**src/rtl/ib_pkg.sv**
```systemverilog
// Shared constants and types for the input-buffer read controller.
package ib_pkg;

    localparam int unsigned PORT_LOCAL = 0;
    localparam int unsigned PORT_N     = 1;
    localparam int unsigned PORT_E     = 2;
    localparam int unsigned PORT_S     = 3;
    localparam int unsigned PORT_W     = 4;

    localparam int unsigned HEAD_BIT = 15;
    localparam int unsigned DX_MSB   = 7;
    localparam int unsigned DX_LSB   = 6;
    localparam int unsigned DY_MSB   = 5;
    localparam int unsigned DY_LSB   = 4;
    localparam int unsigned LEN_MSB  = 3;
    localparam int unsigned LEN_LSB  = 0;

    typedef enum logic [1:0] {
        StIdle,
        StReq,
        StSend,
        StFetch
    } ib_rd_state_t;

endpackage

```
**src/rtl/xy_route.sv**
```systemverilog
// Combinational XY (X-first) route decode to a one-hot output-port vector.
module xy_route
    import ib_pkg::*;
#(
    parameter int unsigned COORD_WIDTH = 2,
    parameter int unsigned X_COORD     = 0,
    parameter int unsigned Y_COORD     = 0,
    parameter int unsigned NUM_PORTS   = 5
) (
    input  logic [COORD_WIDTH-1:0] dest_x,
    input  logic [COORD_WIDTH-1:0] dest_y,
    output logic [NUM_PORTS-1:0]   route
);

    localparam logic [COORD_WIDTH-1:0] XC = COORD_WIDTH'(X_COORD);
    localparam logic [COORD_WIDTH-1:0] YC = COORD_WIDTH'(Y_COORD);

    always_comb begin
        route = '0;
        if (dest_x > XC) begin
            route[PORT_E] = 1'b1;
        end else if (dest_x < XC) begin
            route[PORT_W] = 1'b1;
        end else if (dest_y > YC) begin
            route[PORT_N] = 1'b1;
        end else if (dest_y < YC) begin
            route[PORT_S] = 1'b1;
        end else begin
            route[PORT_LOCAL] = 1'b1;
        end
    end

endmodule

```
**src/rtl/ib_read_ctrl.sv**
```systemverilog
// Input-buffer read controller: pops flits, routes the head, locks a port, streams the packet.
// Optional packet/drop counters are enabled with IB_READ_CTRL_STATS_EN.
module ib_read_ctrl
    import ib_pkg::*;
#(
    parameter int unsigned DATA_WIDTH  = 16,
    parameter int unsigned LEN_WIDTH   = 4,
    parameter int unsigned COORD_WIDTH = 2,
    parameter int unsigned X_COORD     = 0,
    parameter int unsigned Y_COORD     = 0,
    parameter int unsigned NUM_PORTS   = 5
) (
    input  logic                  clk,
    input  logic                  reset,
    input  logic                  buf_empty_i,
    input  logic                  buf_valid_i,
    input  logic [DATA_WIDTH-1:0] buf_data_i,
    output logic                  buf_read_o,
    output logic [NUM_PORTS-1:0]  req_o,
    input  logic [NUM_PORTS-1:0]  gnt_i,
    output logic [DATA_WIDTH-1:0] flit_o,
    output logic                  flit_valid_o,
    input  logic                  flit_ready_i
`ifdef IB_READ_CTRL_STATS_EN
    ,
    output logic [15:0]           pkt_count_o,
    output logic [7:0]            drop_count_o
`endif
);

    ib_rd_state_t          state_q, state_d;
    logic [DATA_WIDTH-1:0] hold_q, hold_d;
    logic [LEN_WIDTH-1:0]  rem_q, rem_d;
    logic [NUM_PORTS-1:0]  route_q, route_d;
    logic [NUM_PORTS-1:0]  head_route;

    xy_route #(
        .COORD_WIDTH (COORD_WIDTH),
        .X_COORD     (X_COORD),
        .Y_COORD     (Y_COORD),
        .NUM_PORTS   (NUM_PORTS)
    ) u_xy_route (
        .dest_x (COORD_WIDTH'(buf_data_i[DX_MSB:DX_LSB])),
        .dest_y (COORD_WIDTH'(buf_data_i[DY_MSB:DY_LSB])),
        .route  (head_route)
    );

    always_ff @(posedge clk or negedge reset) begin
        if (!reset) begin
            state_q <= StIdle;
            hold_q  <= '0;
            rem_q   <= '0;
            route_q <= '0;
        end else begin
            state_q <= state_d;
            hold_q  <= hold_d;
            rem_q   <= rem_d;
            route_q <= route_d;
        end
    end

    always_comb begin
        state_d      = state_q;
        hold_d       = hold_q;
        rem_d        = rem_q;
        route_d      = route_q;
        buf_read_o   = 1'b0;
        req_o        = '0;
        flit_valid_o = 1'b0;
        flit_o       = '0;
        unique case (state_q)
            StIdle: begin
                if (!buf_empty_i) begin
                    buf_read_o = 1'b1;
                    // Non-head flits are simply dropped; we stay here and pop again.
                    if (buf_valid_i && buf_data_i[HEAD_BIT]) begin
                        hold_d  = buf_data_i;
                        route_d = head_route;
                        rem_d   = LEN_WIDTH'(buf_data_i[LEN_MSB:LEN_LSB]);
                        state_d = StReq;
                    end
                end
            end
            StReq: begin
                req_o = route_q;
                if ((gnt_i & route_q) != '0) begin
                    state_d = StSend;
                end
            end
            StSend: begin
                req_o        = route_q;
                flit_valid_o = 1'b1;
                flit_o       = hold_q;
                if (flit_ready_i) begin
                    state_d = (rem_q == '0) ? StIdle : StFetch;
                end
            end
            StFetch: begin
                req_o = route_q;
                if (!buf_empty_i) begin
                    buf_read_o = 1'b1;
                    if (buf_valid_i) begin
                        hold_d  = buf_data_i;
                        rem_d   = rem_q - LEN_WIDTH'(1);
                        state_d = StSend;
                    end
                end
            end
            default: state_d = StIdle;
        endcase
        // Keep the pop strobe quiet while reset is held, even with a non-empty buffer.
        if (!reset) begin
            buf_read_o = 1'b0;
        end
    end

`ifdef IB_READ_CTRL_STATS_EN
    logic        pkt_done;
    logic        drop;
    logic [15:0] pkt_q;
    logic [7:0]  drop_q;

    assign pkt_done = (state_q == StSend) && flit_ready_i && (rem_q == '0);
    assign drop     = (state_q == StIdle) && !buf_empty_i && buf_valid_i
                      && !buf_data_i[HEAD_BIT];

    always_ff @(posedge clk or negedge reset) begin
        if (!reset) begin
            pkt_q  <= '0;
            drop_q <= '0;
        end else begin
            if (pkt_done && (pkt_q != 16'hFFFF)) begin
                pkt_q <= pkt_q + 16'd1;
            end
            if (drop && (drop_q != 8'hFF)) begin
                drop_q <= drop_q + 8'd1;
            end
        end
    end

    assign pkt_count_o  = pkt_q;
    assign drop_count_o = drop_q;
`endif

endmodule

```
**config.mk**
```make
export PLATFORM = sky130hd
export DESIGN_NAME = ib_read_ctrl
export DESIGN_NICKNAME = d
export VERILOG_FILES = /design/src/rtl/ib_pkg.sv /design/src/rtl/xy_route.sv /design/src/rtl/ib_read_ctrl.sv
export SDC_FILE = /design/constraint.sdc
export NUM_CORES = 1
export LEC_CHECK = 0
export BUFFER_PORTS_ARGS = -buffer_cell sky130_fd_sc_hd__buf_2
export CAP_MARGIN = 20
export CORE_MARGIN = 3
export CORE_UTILIZATION = 35
export CTS_BUF_LIST = sky130_fd_sc_hd__clkbuf_2
export DETAILED_ROUTE_END_ITERATION = 16
export PLACE_DENSITY = 0.7
export SETUP_SLACK_MARGIN = 0.02
export SLEW_MARGIN = 20
export SYNTH_ARGS = -nofsm -noshare
export SYNTH_HDL_FRONTEND = slang
export SYNTH_SLANG_ARGS = --single-unit
```
**constraint.sdc**
```tcl
create_clock -name clk -period 3.3 [get_ports clk]
set_clock_uncertainty 0.15 [all_clocks]
set_input_delay 0.495 -clock clk [delete_from_list [all_inputs] [get_ports clk]]
set_output_delay 0.495 -clock clk [all_outputs]
set_load 0.01 [all_outputs]
```
==> results.toml, run 1 <==
[outcome]
status = "finished, final reports clean"

[clock_network]
clock_latency_ns = 0.36
cts_resized = 0
cts_root_buffer = "clkbuf_2"
htreeDepth = 1
ctsLongestPathBuffers = 2
numCtsBuffers = 3
cts_tree = "built"
path_clk_slew_ns = 0.22
clock_sinks = 25
cts_setup_buffers = 0

[floorplanning]
core_area_sq_mm = 0.00372
die_h_um = 68.6
fp.dieW_um = 68.6
start_util_pct = 36.9
boundaryPins = 49
rows = 22
die_area_sq_mm = 0.00471

[critical_path]
start_kind = "flop"
cp.depth = 4
ff2ff_setup_slack_ns = 0.98
worst-setup-path-type = "flop to output pin"
crit_family = "adder cells"
arrival_ns = 1.80
critPathMaxStageDelay_ns = 0.52
crit_buf_inv = 2
critPathMaxFanout = 19
cp-end-kind = "output pin"
crit_chain = "inv_1 -> ha_1 -> and2_1 -> buf_2"
reg2reg_depth = 5
required_ns = 2.65
crit_path_top_delay_cell = "ha_1"

[min_path]
holdCritPathClass = "primary input to flop"
whs_path_depth = 2

[route]
finalWirelength_um = 2680
ant_nets = 0
viasPerCell = 4.65
route.detailed.drc = 0
dr_total_vias = 1022
first_iter_violations = 28
wire_per_inst_um = 12.2
drt-pass1-iter-count = 4

[global_route]
grt_max_degree = 26
antenna_found_initial = 0
grt_pass1_wl_um = 4300
gr-total-overflow = 0
grtUsageTotal_pct = 12.3
grt_pass1_vias = 954

[sta]
period_share_pct = 74.0
slew_headroom_pct = 63.2
tns_ns = 0
hold_violations = 0
rsz0062_at_grt = "no"
fin_crit_ns = 2.44
worst_pin_slew_ns = 0.551
max_freq_mhz = 409
setup_viol = 0
slew_violations = 0

[synth]
yosysUniqueCellTypes = 28
ys_seq_elements = 25
syn_area_sq_mm = 0.00137
ys_warn_count = 0
synthCells = 126
seq_area_frac_synth_pct = 45.6
avgSynthCellArea_sq_um = 10.9

[placement]
io_buffers = 44
gp_congestion = 0.709
place_hpwl_um = 2000

[power_and_ir_drop]
ir_worst_vdd_mv = 0.252
leakage_nw = 0.857
power_density_mw_per_mm2 = 294
report.power.total_w = 0.000487

[final_layout]
nFillCells = 363
drive_gt1_share_pct = 39.5
utilization_pct = 44.6
antenna_cells = 0
syn_to_final_growth_pct = 20.7
nets = 206
multi_input_area_sq_um = 679
regArea_sq_um = 626

[job]
timing.max_cap.violations = 0
-- cell families after synthesis --
| logic type | count (synthesis) | synth area share (%) |
|---|---|---|
| other cells | 1 | 0.273 |
| buf+inv | 13 | 5.20 |
| mux | 20 | 16.1 |
| simple gates | 44 | 18.0 |
| fa+ha+maj | 7 | 6.38 |
| compound gates | 16 | 8.48 |
| flops | 25 | 45.6 |
-- layer usage --
metal  track usage, %  share of wire (%)
met1             16.6                 45
met2             18.5                 46
met5                0                  0
met4             3.72                1.1
met3             4.21                8.0
-- area by class of cell --
class / count / area share, %
multi-input cells: 89 / 41.0
clock buffers: 3 / 0.906
repair buffers: 47 / 14.8
clock inverters: 1 / 0.302
well taps: 48 / 3.63
inverters: 7 / 1.59
flip-flops and latches: 25 / 37.8
-- cells in the mapped netlist --
cell       number  share of area (%)
a2111oi_4       1                2.0
a21oi_1         5                1.8
a22oi_1         1               0.55
and2_1         16                7.3
and2b_1         1               0.55
buf_4           2                1.1
buf_6           2                1.6
clkbuf_1        2               0.55
conb_1          1               0.27
dfrtp_1        25                 46
ha_1            7                6.4
inv_1           7                1.9
mux2_2         17                 14
mux2i_1         3                2.2
nand2_1         8                2.2
nand2b_1        1               0.46
nand3_1         5                1.8
nand3b_1        1               0.55
nand4b_1        1               0.64
nor2_1          4                1.1
nor2b_1         4                1.8
nor3b_1         2                1.1
o211ai_1        1               0.55
o21a_1          1               0.55
o21ai_0         5                1.8
o31ai_1         1               0.55
o41ai_1         1               0.64
or3_1           1               0.46
-- where the power goes --
group,total [W],switching (W),internal (W)
clock,0.000121,0.0000940,0.0000275
combinational,0.0000427,0.0000210,0.0000217
sequential,0.000323,0.00000511,0.000318
-- cells in the final DEF (no fill, tap or decap), drive strengths merged, types with 2 or more instances in the layout --
cell type	synthesis	routed
mux2i	3	3
inv	7	7
dfrtp	25	25
conb	1	2
nor2b	4	4
o21ai	5	5
a21oi	5	5
nand2	8	8
mux2	17	17
clkbuf	2	3
buf	4	46
nor3b	2	2
nor2	4	4
and2	16	16
ha	7	7
nand3	5	5
-- worst reg2reg max path, delay by kind of cell, from the launching register on --
kind,cells,cell delay [ns]
fa+ha+maj,1,0.35
buf+inv,1,0.34
mux,1,0.37
simple gates,1,0.27
compound gates,1,0.31
flops,1,0.46
-- path summary, 6_finish.rpt --
kind / startpoint / endpoint
hold reg to reg: hold_q[13]$_DFFE_PN0P_ / hold_q[13]$_DFFE_PN0P_
max in group asynchronous: reset / state_q[0]$_DFFE_PN0P_
setup reg to reg: state_q[1]$_DFFE_PN0P_ / hold_q[6]$_DFFE_PN0P_
min in group asynchronous: reset / hold_q[8]$_DFFE_PN0P_
hold / removal: buf_data_i[6] / route_q[1]$_DFFE_PN0P_
setup / recovery: state_q[0]$_DFFE_PN0P_ / flit_o[15]
-- per-stage QoR --
step                      instances  hold WS, ns  cell area, sq um  setup slack [ns]
after floorplan                 127       0.0494              1380              1.21
after global placement          215        0.332              1630             0.993
after detailed placement        215        0.336              1630             0.988
after CTS                       220        0.150              1660             0.784
after global routing            220        0.144              1660             0.639
final                           220        0.173              1660             0.857
-- state kept, by name, summed over array words and instances (netlist names) --
register / count
rem_q: 4
hold_q: 16
state_q: 2
route_q: 3
-- repair_timing --
| action | 4_1_cts | 5_1_grt |
|---|---|---|
| setup endpoints to repair | 0 | 0 |
| hold endpoints to repair | 25 | 0 |
| hold buffers | 1 | 0 |
Power figures use the tool's default switching activity.
==> run 2: changes to the inputs <==
--- a/config.mk
+++ b/config.mk
@@ -5,13 +5,14 @@
 export SDC_FILE = /design/constraint.sdc
 export NUM_CORES = 1
 export LEC_CHECK = 0
+export ABC_AREA = 1
 export BUFFER_PORTS_ARGS = -buffer_cell sky130_fd_sc_hd__buf_2
 export CAP_MARGIN = 20
 export CORE_MARGIN = 3
 export CORE_UTILIZATION = 35
 export CTS_BUF_LIST = sky130_fd_sc_hd__clkbuf_2
 export DETAILED_ROUTE_END_ITERATION = 16
-export PLACE_DENSITY = 0.7
+export PLACE_DENSITY = 0.69
 export SETUP_SLACK_MARGIN = 0.02
 export SLEW_MARGIN = 20
 export SYNTH_ARGS = -nofsm -noshare
==> constraint.sdc (replaced) <==
create_clock -name clk -period 2.3 [get_ports clk]
set_clock_uncertainty 0.15 [all_clocks]
set_input_delay 0.345 -clock clk [delete_from_list [all_inputs] [get_ports clk]]
set_output_delay 0.345 -clock clk [all_outputs]
set_load 0.01 [all_outputs]
==> run 2 against run 1 <==
  * Combinational power rose to 24 times the previous value
  * Hold slack worse by 0.15 ns
  * Non-clock buffer count up 7
  * Total power grew to 4.1 times the previous value
  * Clock-buffer cell count unchanged
  * First-iteration DRC count grew to 2.5 times the previous value
  * Setup slack lost 0.67 ns
  * Synthesized cell count is 65% higher
  * Routed wire length rose by 18%
  * Final area grew 9.5%
==> results.toml, run 2 <==
[final_layout]
nets = 294
largest_reg_flops = 16
regMostFlops = "hold_q"
reg_top3 = "hold_q: 16 flops, rem_q: 4 flops, route_q: 3 flops"
drive_gt1_share_pct = 21.9
layout_commonest_cell = "nand2_1"
nFillCells = 383
antenna_cells = 0
fin_cells = 308
syn_to_final_growth_pct = 24.1
final_cell_mix = "nand2_1, buf_2, inv_1"

[floorplanning]
core_area_sq_mm = 0.00383
boundaryPins = 49
die_h_um = 70.6
rows = 22
fp.dieW_um = 70.6
die_area_sq_mm = 0.00499
start_util_pct = 38.2

[critical_path]
crit_family = "flip-flops"
required_ns = 1.80
crit_buf_inv = 4
arrival_ns = 1.62
r2r-start = "state_q[0]$_DFFE_PN0P_"
crit_path_top_delay_cell = "dfrtp_1"
reg2reg_depth = 8
crit_chain = "inv_1 -> ha_1 -> buf_6 -> nand2_1 -> inv_1 -> buf_2"
cpMostUsedCell = "inv_1"
critPathMaxFanout = 17
critPathMaxStageDelay_ns = 0.48
worst-setup-path-type = "flop to output pin"
ff2ff_setup_slack_ns = 0.35
timing.rr.end = "rem_q[3]$_DFFE_PN0P_"
cp-end-kind = "output pin"
start_kind = "flop"

[min_path]
hp-start = "buf_data_i[6]"
whs_path_depth = 3
holdCritPathClass = "primary input to flop"
min_to = "hold_q[6]$_DFFE_PN0P_"

[outcome]
status = "finished, final reports clean"

[synth]
synth_most_common_cell = "nand2_1"
synth_edf_count = 0
synth_area_leaders = "dfrtp_1, nand2_1, inv_1, ha_1, nor2_1"
ys_warn_count = 0
ys_top_cells_by_count = "nand2_1, inv_1, dfrtp_1"
synth_area_leader_cell = "dfrtp_1"
seq_area_frac_synth_pct = 42.8
avgSynthCellArea_sq_um = 7.03
syn_area_sq_mm = 0.00146
ys_seq_elements = 25
ys_async_sr_fraction_pct = 100
synthFlopType = "dfrtp_1"
yosysTopAreaCellShare_pct = 42.8
yosysUniqueCellTypes = 22
synthCells = 208

[clock_network]
htreeDepth = 1
cts_root_buffer = "clkbuf_2"
clock_sinks = 25
numCtsBuffers = 3
path_clk_slew_ns = 0.25
ctsLongestPathBuffers = 2
cts_tree = "built"
clock_latency_ns = 0.36

[route]
ant_nets = 0
route.detailed.drc = 0
first_iter_violations = 71
wire_per_inst_um = 10.2
drt-pass1-iter-count = 4
viasPerCell = 4.24
dr_total_vias = 1307
finalWirelength_um = 3150

[global_route]
gr-total-overflow = 0
grt_pass1_wl_um = 5300
top_usage_layer = "met2"
grt_use_met2_pct = 22.2
grt_pass1_vias = 1201
grtUsageTotal_pct = 13.1
antenna_found_initial = 0
grtUsageMet1_pct = 16.6
grt_max_degree = 26
gr-usage-met3_pct = 3.98

[placement]
place_hpwl_um = 2310
gp_congestion = 0.741
io_buffers = 44
pre_cts_slack_ns = 0.384
dp_cells = 296

[sta]
slew_violations = 0
period_share_pct = 91.9
hold_violations = 0
timing.final.ws_setup_ns = 0.186
setup_viol = 0
rsz0062_at_grt = "no"
tns_ns = 0
max_freq_mhz = 473
fin_crit_ns = 2.11

[power_and_ir_drop]
internal_power_w = 0.00107
leakage_nw = 1.16
netSwitchingFraction_pct = 46.1
pwr-share-seq_pct = 38.8
power_density_mw_per_mm2 = 1090
ir_worst_vdd_mv = 0.595
pwr-share-comb_pct = 52.2
clockPowerShare_pct = 9.0
power.net_switching_w = 0.000911

[job]
timing.max_cap.violations = 0
run 2: cell types whose count changed in the layout (fill, tap and decap cells not counted), sizes merged, moves of 3 or more:
cell,before,now
nand2,8,98
inv,7,36
mux2,17,0
and2,16,0
nor2,4,12
dlygate4sd3,1,8
a21oi,5,1
nor2b,4,0
o21ai,5,9
mux2i,3,0
nand3,5,8
run 2: cell families (layout without fill, tap and decap cells):
family | count (synthesis) | in the layout | synth area share, %
simple gates | 120 | 120 | 33.7
buf+inv | 43 | 94 | 12.8
compound gates | 12 | 12 | 4.37
other cells | 1 | 2 | 0.257
flops | 25 | 25 | 42.8
fa+ha+maj | 7 | 7 | 5.99
run 2: per-layer routing:
layer	vias up	share of wire, %
met5	-	0
met4	0	0.79
met3	4	4.9
met2	30	47
met1	558	47
li1	715	-
run 2: repair_timing:
item | 4_1_cts | 5_1_grt
setup endpoints to repair | 0 | 15
hold endpoints to repair | 25 | 7
resized for setup | 0 | 1
hold buffers | 1 | 7
buffers inserted | 0 | 0
run 2: area by class of cell:
type | count | area [sq um] | share of cell area, %
repair buffers | 54 | 319 | 17.6
multi-input cells | 141 | 652 | 35.9
clock inverters | 1 | 7.51 | 0.414
inverters | 36 | 135 | 7.45
well taps | 48 | 60.1 | 3.31
flip-flops and latches | 25 | 626 | 34.5
clock buffers | 3 | 15.0 | 0.828
run 2: worst max path at each step:
stage | start | endpoint | slack, ns | cells past startpoint
6_report | state_q[0]$_DFFE_PN0P_ | flit_o[15] | 0.19 | 6
2_1_floorplan | state_q[0]$_DFFE_PN0P_ | flit_o[0] | 0.40 | 6
4_1_cts | state_q[0]$_DFFE_PN0P_ | flit_o[15] | 0.12 | 6
5_1_grt | state_q[0]$_DFFE_PN0P_ | flit_o[8] | 0.03 | 6
3_3_place_gp | state_q[0]$_DFFE_PN0P_ | rem_q[3]$_DFFE_PN0P_ | 0.42 | 8
3_5_place_dp | state_q[0]$_DFFE_PN0P_ | hold_q[3]$_DFFE_PN0P_ | 0.38 | 7
run 2: through the flow:
stage	power (W)	area [sq um]	utilization [%]	hold WS [ns]
2_1_floorplan	0.00158	1470	-	-0.101
3_3_place_gp	0.00177	1710	44.6	0.214
3_5_place_dp	0.00181	1710	44.6	0.214
4_1_cts	0.00199	1740	45.5	0.00257
5_1_grt	0.00222	1810	47.4	0.00782
6_report	0.00198	1810	47.4	0.0263
run 2: power by group through the flow:
stage / Clock, W / Sequential, W / Combinational [W]
final: 0.000179 / 0.000767 / 0.00103
after global routing: 0.000210 / 0.000796 / 0.00122
after CTS: 0.000189 / 0.000766 / 0.00104
after detailed placement: 0 / 0.000777 / 0.00103
after global placement: 0 / 0.000771 / 0.00100
after floorplan: 0 / 0.000754 / 0.000821
run 2: worst register-to-register path, cell delays in order (launching register included):
cell	delay [ns]
dfrtp_1	0.48
ha_1	0.30
inv_2	0.16
nand2_4	0.08
nand2_1	0.07
nand2_2	0.07
nor2_4	0.38
nand3_1	0.13
nand2_1	0.07
==> run 3: changes to the inputs <==
--- a/config.mk
+++ b/config.mk
@@ -12,6 +12,7 @@
 export CORE_UTILIZATION = 35
 export CTS_BUF_LIST = sky130_fd_sc_hd__clkbuf_2
 export DETAILED_ROUTE_END_ITERATION = 16
+export HOLD_SLACK_MARGIN = 0.06
 export PLACE_DENSITY = 0.69
 export SETUP_SLACK_MARGIN = 0.02
 export SLEW_MARGIN = 20
==> run 3 against run 2 <==
  * Register-to-register slack hardly changed
  * Largest power group unchanged
  * Total power is 0.60% higher
  * Via count is 2.3% higher
  * Largest cell class unchanged
  * Non-clock buffer count is 8 higher
  * Critical path type unchanged
  * Global-route usage is 0.56 points higher
  * Critical path depth stayed put
  * Hold slack better by 0.068 ns
==> results.toml, run 3 (same netlist as run 2, synthesis figures left out) <==
[outcome]
status = "finished, final reports clean"

[critical_path]
critPathMaxFanout = 17
critPathCapture = "flit_o[15]"
crit_buf_inv = 4
arrival_ns = 1.62
cpMostUsedCell = "inv_1"
cp.depth = 6
r2r-start = "state_q[0]$_DFFE_PN0P_"
ff2ff_setup_slack_ns = 0.36
reg2reg_depth = 8
timing.critical_path.from = "state_q[0]$_DFFE_PN0P_"
required_ns = 1.80
crit_family = "flip-flops"
worst-setup-path-type = "flop to output pin"
start_kind = "flop"
critPathMaxStageDelay_ns = 0.48
cp-end-kind = "output pin"
crit_path_top_delay_cell = "dfrtp_1"
timing.rr.end = "rem_q[3]$_DFFE_PN0P_"
crit_chain = "inv_1 -> ha_1 -> buf_6 -> nand2_1 -> inv_1 -> buf_2"

[clock_network]
clock_sinks = 25
cts_setup_buffers = 0
htreeDepth = 1
path_clk_slew_ns = 0.25
ctsLongestPathBuffers = 2
numCtsBuffers = 3
cts_root_buffer = "clkbuf_2"
cts_tree = "built"
clock_latency_ns = 0.36

[route]
route.detailed.drc = 0
finalWirelength_um = 3240
first_iter_violations = 62
viasPerCell = 4.23
dr_total_vias = 1337
ant_nets = 0
wire_per_inst_um = 10.2
drt-pass1-iter-count = 4

[floorplanning]
boundaryPins = 49
die_h_um = 70.6
die_area_sq_mm = 0.00499
fp.dieW_um = 70.6
rows = 22
start_util_pct = 38.2
core_area_sq_mm = 0.00383

[power_and_ir_drop]
ir_worst_vdd_mv = 0.595
clockPowerShare_pct = 9.0
power_density_mw_per_mm2 = 1050
leakage_nw = 1.20
report.power.total_w = 0.00199
netSwitchingFraction_pct = 45.9
pwr-share-seq_pct = 38.6
pwr-share-comb_pct = 52.4
power.net_switching_w = 0.000914
internal_power_w = 0.00108

[global_route]
top_usage_layer = "met2"
grt_max_degree = 26
gr-total-overflow = 0
grt_pass1_wl_um = 5580
grt_pass1_vias = 1279
gr-usage-met3_pct = 3.69
grt_use_met2_pct = 23.6
grtUsageMet1_pct = 17.3
grtUsageTotal_pct = 13.6
antenna_found_initial = 0

[final_layout]
reg_top3 = "hold_q: 16 flops, rem_q: 4 flops, route_q: 3 flops"
layout_commonest_cell = "nand2_1"
largest_reg_flops = 16
antenna_cells = 0
regMostFlops = "hold_q"
drive_gt1_share_pct = 21.3
final_cell_mix = "nand2_1, buf_2, inv_1"
syn_to_final_growth_pct = 29.6
nFillCells = 372
nets = 302
utilization_pct = 49.5

[placement]
place_hpwl_um = 2310
gp_congestion = 0.741
io_buffers = 44

[job]
timing.max_cap.violations = 0

[min_path]
holdCritPathClass = "primary input to flop"

[sta]
tns_ns = 0
setup_viol = 0
period_share_pct = 91.8
max_freq_mhz = 473
hold_violations = 0
slew_violations = 0
rsz0062_at_grt = "no"
fin_crit_ns = 2.11
## run 3: changes by cell type in the layout (fill, tap and decap cells not counted), sizes merged
cell,change
dlygate4sd3,+8
## run 3: power by group through the flow
stage               logic (W)  registers, W  clock network (W)
CTS                   0.00105      0.000766           0.000189
detailed placement    0.00103      0.000777                  0
floorplan            0.000821      0.000754                  0
finish                0.00104      0.000768           0.000179
global route          0.00123      0.000796           0.000210
global placement      0.00100      0.000771                  0
## run 3: worst reg2reg max path: stages, from the launching register on
cell	delay, ns
dfrtp_1	0.48
ha_1	0.30
inv_2	0.16
nand2_4	0.08
nand2_1	0.07
nand2_2	0.07
nor2_4	0.38
nand3_1	0.13
nand2_1	0.07
## run 3: how the worst min path moves through the flow
stage                              from                     end  slack, ns  cells past startpoint
final                     buf_data_i[2]   hold_q[2]$_DFFE_PN0P_       0.09                      3
after global routing      buf_data_i[2]   hold_q[2]$_DFFE_PN0P_       0.07                      3
after CTS                 buf_data_i[3]   hold_q[3]$_DFFE_PN0P_       0.07                      3
after detailed placement          reset  state_q[0]$_DFFE_PN0P_       0.21                      2
after global placement            reset  route_q[0]$_DFFE_PN0P_       0.21                      2
after floorplan                   reset   hold_q[0]$_DFFE_PN0P_      -0.10                      0
## run 3: final cells by class
class | instances | area (sq um) | area share, %
Clock inverter | 1 | 7.51 | 0.396
Clock buffer | 3 | 15.0 | 0.793
Sequential cell | 25 | 626 | 33.0
Inverter | 36 | 135 | 7.13
Multi-Input combinational cell | 141 | 652 | 34.4
Tap cell | 48 | 60.1 | 3.17
Timing Repair Buffer | 62 | 399 | 21.1
## run 3: through the flow
stage / worst slack [ns] / hold WS [ns] / cell area (sq um) / cells
after floorplan: 0.400 / -0.101 / 1470 / 209
after global placement: 0.424 / 0.214 / 1710 / 296
after detailed placement: 0.384 / 0.214 / 1710 / 296
after CTS: 0.120 / 0.0709 / 1880 / 315
after global routing: 0.0255 / 0.0678 / 1890 / 316
final: 0.188 / 0.0947 / 1890 / 316
## run 3: timing repair
item	in CTS	in global routing
endpoints found under the hold margin	39	1
gates resized for setup	0	1
endpoints found under the setup margin	0	15
hold buffers	15	1
## run 3: layer usage
metal	up-vias	wire length (um)
met2	30	1530
met1	572	1530
met4	0	25
met5	-	0
li1	731	-
met3	4	153
